## src/rtl/ddr3_dq_sched.sv

```systemverilog
// DDR3 DQ bus scheduler: grants read/write bursts, inserts direction turnaround and
// emits registered delay-line markers. Optional macro DDR3_DQ_SCHED_STARVE_EN caps same-direction runs.
module ddr3_dq_sched #(
    parameter int BL_CYC  = 2,
    parameter int TURN    = 2,
    parameter int MAX_RUN = 8
) (
    input  logic       clk,
    input  logic       rst_n,
    input  logic       rd_req,
    input  logic       wr_req,
    output logic       rd_gnt,
    output logic       wr_gnt,
    output logic [3:0] sr_in,
    output logic       busy
);

    typedef enum logic [1:0] {S_IDLE, S_RD, S_WR, S_TURN} state_t;

    localparam logic [3:0] BL_LAST    = 4'(BL_CYC - 1);
    localparam logic [3:0] TURN_LOAD  = 4'(TURN);
    localparam logic [3:0] TURN_LAST  = (TURN > 0) ? 4'(TURN - 1) : 4'd0;

    if (BL_CYC < 1 || BL_CYC > 15 || TURN < 0 || TURN > 15 || MAX_RUN < 1 || MAX_RUN > 255) begin : g_bad_param
        $error("ddr3_dq_sched: parameter out of legal range");
    end

    state_t     state_q, state_d;
    logic [3:0] bcnt_q, bcnt_d;
    logic [3:0] tcnt_q, tcnt_d;
    logic       last_wr_q, last_wr_d;
    logic       rd_gnt_q, wr_gnt_q;
    logic [3:0] sr_q, sr_d;

    logic       grant_rd, grant_wr;
    logic       cur_wr, same_req, opp_req, stay, opp_ok, pend_req;

`ifdef DDR3_DQ_SCHED_STARVE_EN
    localparam logic [7:0] RUN_CAP = 8'(MAX_RUN);
    logic [7:0] run_q, run_d;
`endif

    always_comb begin
        state_d   = state_q;
        bcnt_d    = bcnt_q;
        tcnt_d    = tcnt_q;
        last_wr_d = last_wr_q;
        grant_rd  = 1'b0;
        grant_wr  = 1'b0;
        cur_wr    = (state_q == S_WR);
        same_req  = cur_wr ? wr_req : rd_req;
        opp_req   = cur_wr ? rd_req : wr_req;
        stay      = same_req;
        opp_ok    = (tcnt_q <= 4'd1);
        pend_req  = last_wr_q ? rd_req : wr_req;
        sr_d      = 4'b0000;
`ifdef DDR3_DQ_SCHED_STARVE_EN
        run_d     = run_q;
        if (run_q >= RUN_CAP && opp_req) stay = 1'b0;
`endif

        case (state_q)
            S_IDLE: begin
                // tcnt holds the turnaround still owed by the burst that ended into IDLE
                if (tcnt_q != 4'd0) tcnt_d = tcnt_q - 4'd1;
                if (rd_req && wr_req) begin
                    if (opp_ok) begin
                        grant_rd = last_wr_q;
                        grant_wr = !last_wr_q;
                    end
                end else if (rd_req) begin
                    grant_rd = !last_wr_q || opp_ok;
                end else if (wr_req) begin
                    grant_wr = last_wr_q || opp_ok;
                end
            end
            S_RD, S_WR: begin
                bcnt_d = bcnt_q + 4'd1;
                if (bcnt_q == BL_LAST) begin
                    if (stay) begin
                        grant_wr = cur_wr;
                        grant_rd = !cur_wr;
                    end else if (opp_req) begin
                        if (TURN == 0) begin
                            grant_wr = !cur_wr;
                            grant_rd = cur_wr;
                        end else begin
                            state_d = S_TURN;
                            tcnt_d  = TURN_LAST;
                        end
                    end else begin
                        state_d = S_IDLE;
                        tcnt_d  = TURN_LOAD;
                    end
                end
            end
            S_TURN: begin
                if (tcnt_q != 4'd0) begin
                    tcnt_d = tcnt_q - 4'd1;
                end else if (pend_req) begin
                    grant_rd = last_wr_q;
                    grant_wr = !last_wr_q;
                end else begin
                    state_d = S_IDLE;
                end
            end
            default: state_d = S_IDLE;
        endcase

        if (grant_rd || grant_wr) begin
            state_d   = grant_wr ? S_WR : S_RD;
            bcnt_d    = 4'd0;
            tcnt_d    = 4'd0;
            last_wr_d = grant_wr;
`ifdef DDR3_DQ_SCHED_STARVE_EN
            if (grant_wr == last_wr_q) run_d = (run_q == 8'hFF) ? run_q : run_q + 8'd1;
            else                       run_d = 8'd1;
`endif
        end

        // Markers are computed from the next state so they line up with the burst cycle
        if (state_d == S_RD)      sr_d = {1'b0, bcnt_d == BL_LAST, 1'b0, 1'b1};
        else if (state_d == S_WR) sr_d = {bcnt_d == BL_LAST, 1'b0, 1'b1, 1'b0};
    end

    always_ff @(posedge clk) begin
        if (!rst_n) begin
            state_q   <= S_IDLE;
            bcnt_q    <= 4'd0;
            tcnt_q    <= 4'd0;
            last_wr_q <= 1'b1;
            rd_gnt_q  <= 1'b0;
            wr_gnt_q  <= 1'b0;
            sr_q      <= 4'b0000;
`ifdef DDR3_DQ_SCHED_STARVE_EN
            run_q     <= 8'd0;
`endif
        end else begin
            state_q   <= state_d;
            bcnt_q    <= bcnt_d;
            tcnt_q    <= tcnt_d;
            last_wr_q <= last_wr_d;
            rd_gnt_q  <= grant_rd;
            wr_gnt_q  <= grant_wr;
            sr_q      <= sr_d;
`ifdef DDR3_DQ_SCHED_STARVE_EN
            run_q     <= run_d;
`endif
        end
    end

    assign rd_gnt = rd_gnt_q;
    assign wr_gnt = wr_gnt_q;
    assign sr_in  = sr_q;
    assign busy   = (state_q != S_IDLE);

endmodule
```

## config.mk

```make
export PLATFORM = sky130hd
export DESIGN_NAME = ddr3_dq_sched
export DESIGN_NICKNAME = d
export VERILOG_FILES = /design/src/rtl/ddr3_dq_sched.sv
export SDC_FILE = /design/constraint.sdc
export NUM_CORES = 1
export LEC_CHECK = 0
export ABC_AREA = 1
export CORE_ASPECT_RATIO = 0.75
export CORE_MARGIN = 1.5
export CORE_UTILIZATION = 59
export DETAILED_ROUTE_END_ITERATION = 8
export PLACE_DENSITY = 0.82
export SLEW_MARGIN = 10
export SYNTH_ARGS = -nofsm -noshare
export SYNTH_HDL_FRONTEND = slang
export SYNTH_SLANG_ARGS = --single-unit
```

## constraint.sdc

```tcl
create_clock -name clk -period 4.5 [get_ports clk]
set_clock_uncertainty 0.05 [all_clocks]
set_input_delay 0.675 -clock clk [delete_from_list [all_inputs] [get_ports clk]]
set_output_delay 0.675 -clock clk [all_outputs]
set_load 0.05 [all_outputs]
```

# After elaboration in Yosys (flattened, before gate mapping)
# Index checks and enable logic that the tools add are counted.
# word_totals
reg_bits,17
in_bits,4
output_inout_bits,7
wordCells,76
# op_classes
reduce_logical,15
n_bitwise,2
order_cmp,1
n_mux,37
n_addsub,2
n_eq_ne,10
# op_table
op,n
$mux 4,5
$mux 1,18
$mux 2,9
$eq 4x1->1 const B,2
$pmux 4 s2,1
$reduce_or 2->1,4
$eq 2x2->1 const B,3
$pmux 1 s3,2
$add 4x1->4 const B,1
$eq 2x1->1 const B,2
$le 4x1->1 const B,1
$ne 2x2->1 const B,2
$pmux 2 s2,1
$reduce_bool 4->1,1
$sub 4x1->4 const B,1
$logic_or 1x1->1,3
$mux 3,1
$reduce_and 3->1,1
$reduce_or 3->1,1
$logic_not 1->1,2
$logic_not 2->1,1
$ne 2x1->1 const B,1
$not 1->1,2
$reduce_bool 2->1,1
$logic_and 1x1->1,1

# Longest topological paths before layout
# depth
ltp_word,11
mapped_depth,14

# Worst setup path after synthesis
# OpenSTA, ideal clock, no wires.
# synth_path
path_type,reg2out
from,register state_q[0]
to,output port busy
path_buffers,0
slack_ns,2.874
required_time_ns,3.775
t_arrival_ns,0.901
stages_incl_launch_ff,4
cell_sequence,dfxtp_1 inv_1 ha_1 inv_1
# synth_between
elab_chain_len,1
# synth_lines
element,line_no,source
"start, declared",28,"state_t state_q, state_d;"
"start signal, assigned",139,state_q <= state_d;
$reduce_bool 2->1,155,assign busy = (state_q != S_IDLE);
"end, declared",15,output logic busy
# No other way between the ends.

# Worst setup path in the final report
# layout_path
from,register state_q[1]
to,output port busy
# The elaborated chain is that of the path after synthesis.

==> impl_metrics.env <==
export IMPL_grt_usage_pct=25.0
export IMPL_r2r_end="sr_in[3]$_SDFF_PP0_"
export IMPL_dp_hpwl_mm=1.68
export IMPL_cts_resized_gates=0
export IMPL_yosysTopAreaCellShare_pct=32.9
export IMPL_first_pass_iters=4
export IMPL_cts_root_buf="clkbuf_4"
export IMPL_synthArstFlopShare_pct=0
export IMPL_slowest_delay_ns=0.78
export IMPL_power_leakage_nw=0.553
export IMPL_via_count=909
export IMPL_nFillCells=125
export IMPL_cap_viol_max_count=0
export IMPL_rows=12
export IMPL_regArea_um2=340
export IMPL_synth_edf_count=0
export IMPL_syn_inst=142
export IMPL_setup_worst_path_start_class="flip-flop"
export IMPL_insertion_delay_ns=0.30
export IMPL_synth_seq_cells=17
export IMPL_finalSetupTns_ns=0
export IMPL_cts_buffers=3
export IMPL_num_antenna_cells=0
export IMPL_die_area_um2=2020
export IMPL_cts_clk_slew_worst_paths_ns=0.11
export IMPL_layout_drive_gt1_share_pct=20.0
export IMPL_grt_pass1_wl_mm=3.52
export IMPL_yosysMostFrequentCell="nand2_1"
export IMPL_ant_nets=0
export IMPL_tightest_slew_ns=0.495
export IMPL_die_h_um=39.3
export IMPL_area_growth_pct=14.0
export IMPL_ctsHtreeMaxLevel=1
export IMPL_worst_setup_path_end_kind="output port"
export IMPL_vias_per_cell=5.16
export IMPL_rsz0062_at_grt="no"
export IMPL_drtIter0Drc=38
export IMPL_clockBufferDepth=2
export IMPL_grt_pass1_vias=810
export IMPL_crit_path_start="state_q[1]$_SDFF_PN0_"
export IMPL_finalSetupViolCount=0
export IMPL_cellPowerDensity_nw_per_um2=615
export IMPL_hold_path_class="flip-flop to flip-flop"
export IMPL_start_util_pct=66.3
export IMPL_cp_required_ns=3.77
export IMPL_yosys_warnings=0
export IMPL_holdBufCountCts=0
export IMPL_synth_top_cell_by_area="dfxtp_1"
export IMPL_hold_viol_final=0
export IMPL_synth_top_cells_by_count="nand2_1 (32), inv_1 (20), dfxtp_1 (17), nor2_1 (12), nand2_2 (10)"
export IMPL_multiInputGateArea_um2=593
export IMPL_placed_area_um2=1150
export IMPL_antenna_found_initial=0
export IMPL_port_buffers=10
export IMPL_crit_arrival_ns=1.81
export IMPL_drc=0
export IMPL_cpMostUsedCell="inv_1"
export IMPL_synth_area_um2=1030
export IMPL_io_pins=11
export IMPL_routabilityCongestion=0.940
export IMPL_fp_dieW_um=51.4
export IMPL_rrSetupSlack_ns=2.52
export IMPL_cts_tree="built"
export IMPL_ys_top_cells_by_area="dfxtp_1 (33%), nand2_1 (12%), ha_1 (9.7%), inv_1 (7.3%), nand2_2 (6.0%)"
export IMPL_syn_nets=154
export IMPL_crit_type="flip-flop to output port"
export IMPL_syn_avg_cell_area_um2=7.29
export IMPL_worstPathMaxFanout=4
export IMPL_period_share_pct=56.3
export IMPL_cp_slowest_cell="clkdlybuf4s50_1"
export IMPL_ys_flop_type="dfxtp_1"
export IMPL_slew_limit_headroom_pct=66.9
export IMPL_core_area_um2=1560
export IMPL_rr_startpoint="state_q[1]$_SDFF_PN0_"
export IMPL_post_route_util_pct=75.6
export IMPL_final_nets=168
export IMPL_period_needed_ns=2.53
export IMPL_synth_cell_type_count=23
export IMPL_routed_wl_mm=2.10
export IMPL_grt_max_degree=12
export IMPL_worstPathCellList="inv_1 > ha_1 > inv_1 > clkdlybuf4s50_1"
export IMPL_drt_wirelength_per_cell_um=11.9
export IMPL_crit_end="busy"
export IMPL_ys_seq_area_share_pct=32.9
export IMPL_status="complete, no violations"
export IMPL_vdd_drop_max_mv=0.347
export IMPL_fin_area_um2=1180
export IMPL_reg2reg_depth=12
export IMPL_cts_sinks=17
export IMPL_post_cts_buffers=0
export IMPL_final_max_slew_viol_count=0
export IMPL_fmax_mhz=395
export IMPL_grt_ovfl_total=0
## area by class of cell
class,instances,share of cell area (%)
clock buffers,3,1.91
flip-flops and latches,17,28.8
repair buffers,10,8.48
clock inverters,1,0.636
multi-input cells,100,50.3
well taps,21,2.23
inverters,24,7.64
## critical path: cells and delay by family, from the launching register on
kind | cells | cell delay, ns
flops | 1 | 0.40
fa+ha+maj | 1 | 0.18
buf+inv | 3 | 0.92
## cell families after synthesis
logic type | share of synthesized area, %
compound gates | 8.71
simple gates | 34.7
flops | 32.9
buf+inv | 9.79
fa+ha+maj | 9.67
xor+xnor | 4.23
## sequential cells by signal, indices dropped and copies added (netlist names)
signal,cells
bcnt_q,4
sr_in,4
tcnt_q,4
state_q,2
last_wr_q,1
rd_gnt,1
wr_gnt,1
## metrics by stage
step	cells	setup slack (ns)	power, mW	hold slack, ns
2_1_floorplan	142	2.87	0.547	0.411
3_3_place_gp	172	2.30	0.626	0.443
3_5_place_dp	172	2.29	0.635	0.447
4_1_cts	176	1.97	0.724	0.465
5_1_grt	176	1.91	0.785	0.486
6_report	176	1.97	0.726	0.461
## cells in the final DEF, fill, tap and decap left out
master / count
inv_2: 4
o21ai_2: 2
nand3_1: 7
a21oi_2: 4
dfxtp_1: 17
a21oi_1: 1
clkdlybuf4s50_1: 10
xnor2_1: 2
clkinvlp_4: 1
o21ai_1: 2
nand2_4: 1
nand4_1: 4
inv_1: 20
o21ai_0: 3
nand2_2: 10
nor2_2: 4
clkbuf_4: 3
nor3_1: 1
nand2_1: 32
nor2_4: 2
nor2_1: 12
ha_1: 8
o211ai_1: 1
nand3b_1: 1
xor2_1: 3
## report_power, final
part / total [mW] / internal (mW) / switching, mW
logic: 0.431 / 0.142 / 0.289
registers: 0.207 / 0.184 / 0.0232
clock network: 0.0873 / 0.0339 / 0.0534
total: 0.726 / 0.360 / 0.365
## worst min-delay path by stage
stage	end	slack, ns	start	cells past startpoint
after global routing	tcnt_q[1]$_SDFFE_PP0P_	0.49	tcnt_q[1]$_SDFFE_PP0P_	2
after CTS	tcnt_q[1]$_SDFFE_PP0P_	0.47	tcnt_q[1]$_SDFFE_PP0P_	2
after global placement	tcnt_q[1]$_SDFFE_PP0P_	0.44	tcnt_q[1]$_SDFFE_PP0P_	2
final	tcnt_q[1]$_SDFFE_PP0P_	0.46	tcnt_q[1]$_SDFFE_PP0P_	2
after floorplan	tcnt_q[1]$_SDFFE_PP0P_	0.41	tcnt_q[1]$_SDFFE_PP0P_	2
after detailed placement	tcnt_q[1]$_SDFFE_PP0P_	0.45	tcnt_q[1]$_SDFFE_PP0P_	2
## per-layer routing
layer / vias to the layer above / part of all wire [%] / routed length (um) / GRT usage, %
li1: 468 / - / - / -
met2: 30 / 43 / 896 / 39.9
met4: 0 / 1.0 / 21 / 9.87
met1: 407 / 50 / 1050 / 32.5
met5: - / 0 / 0 / 0
met3: 4 / 6.2 / 131 / 6.87
No activity file was read; power rests on OpenSTA's default activity.
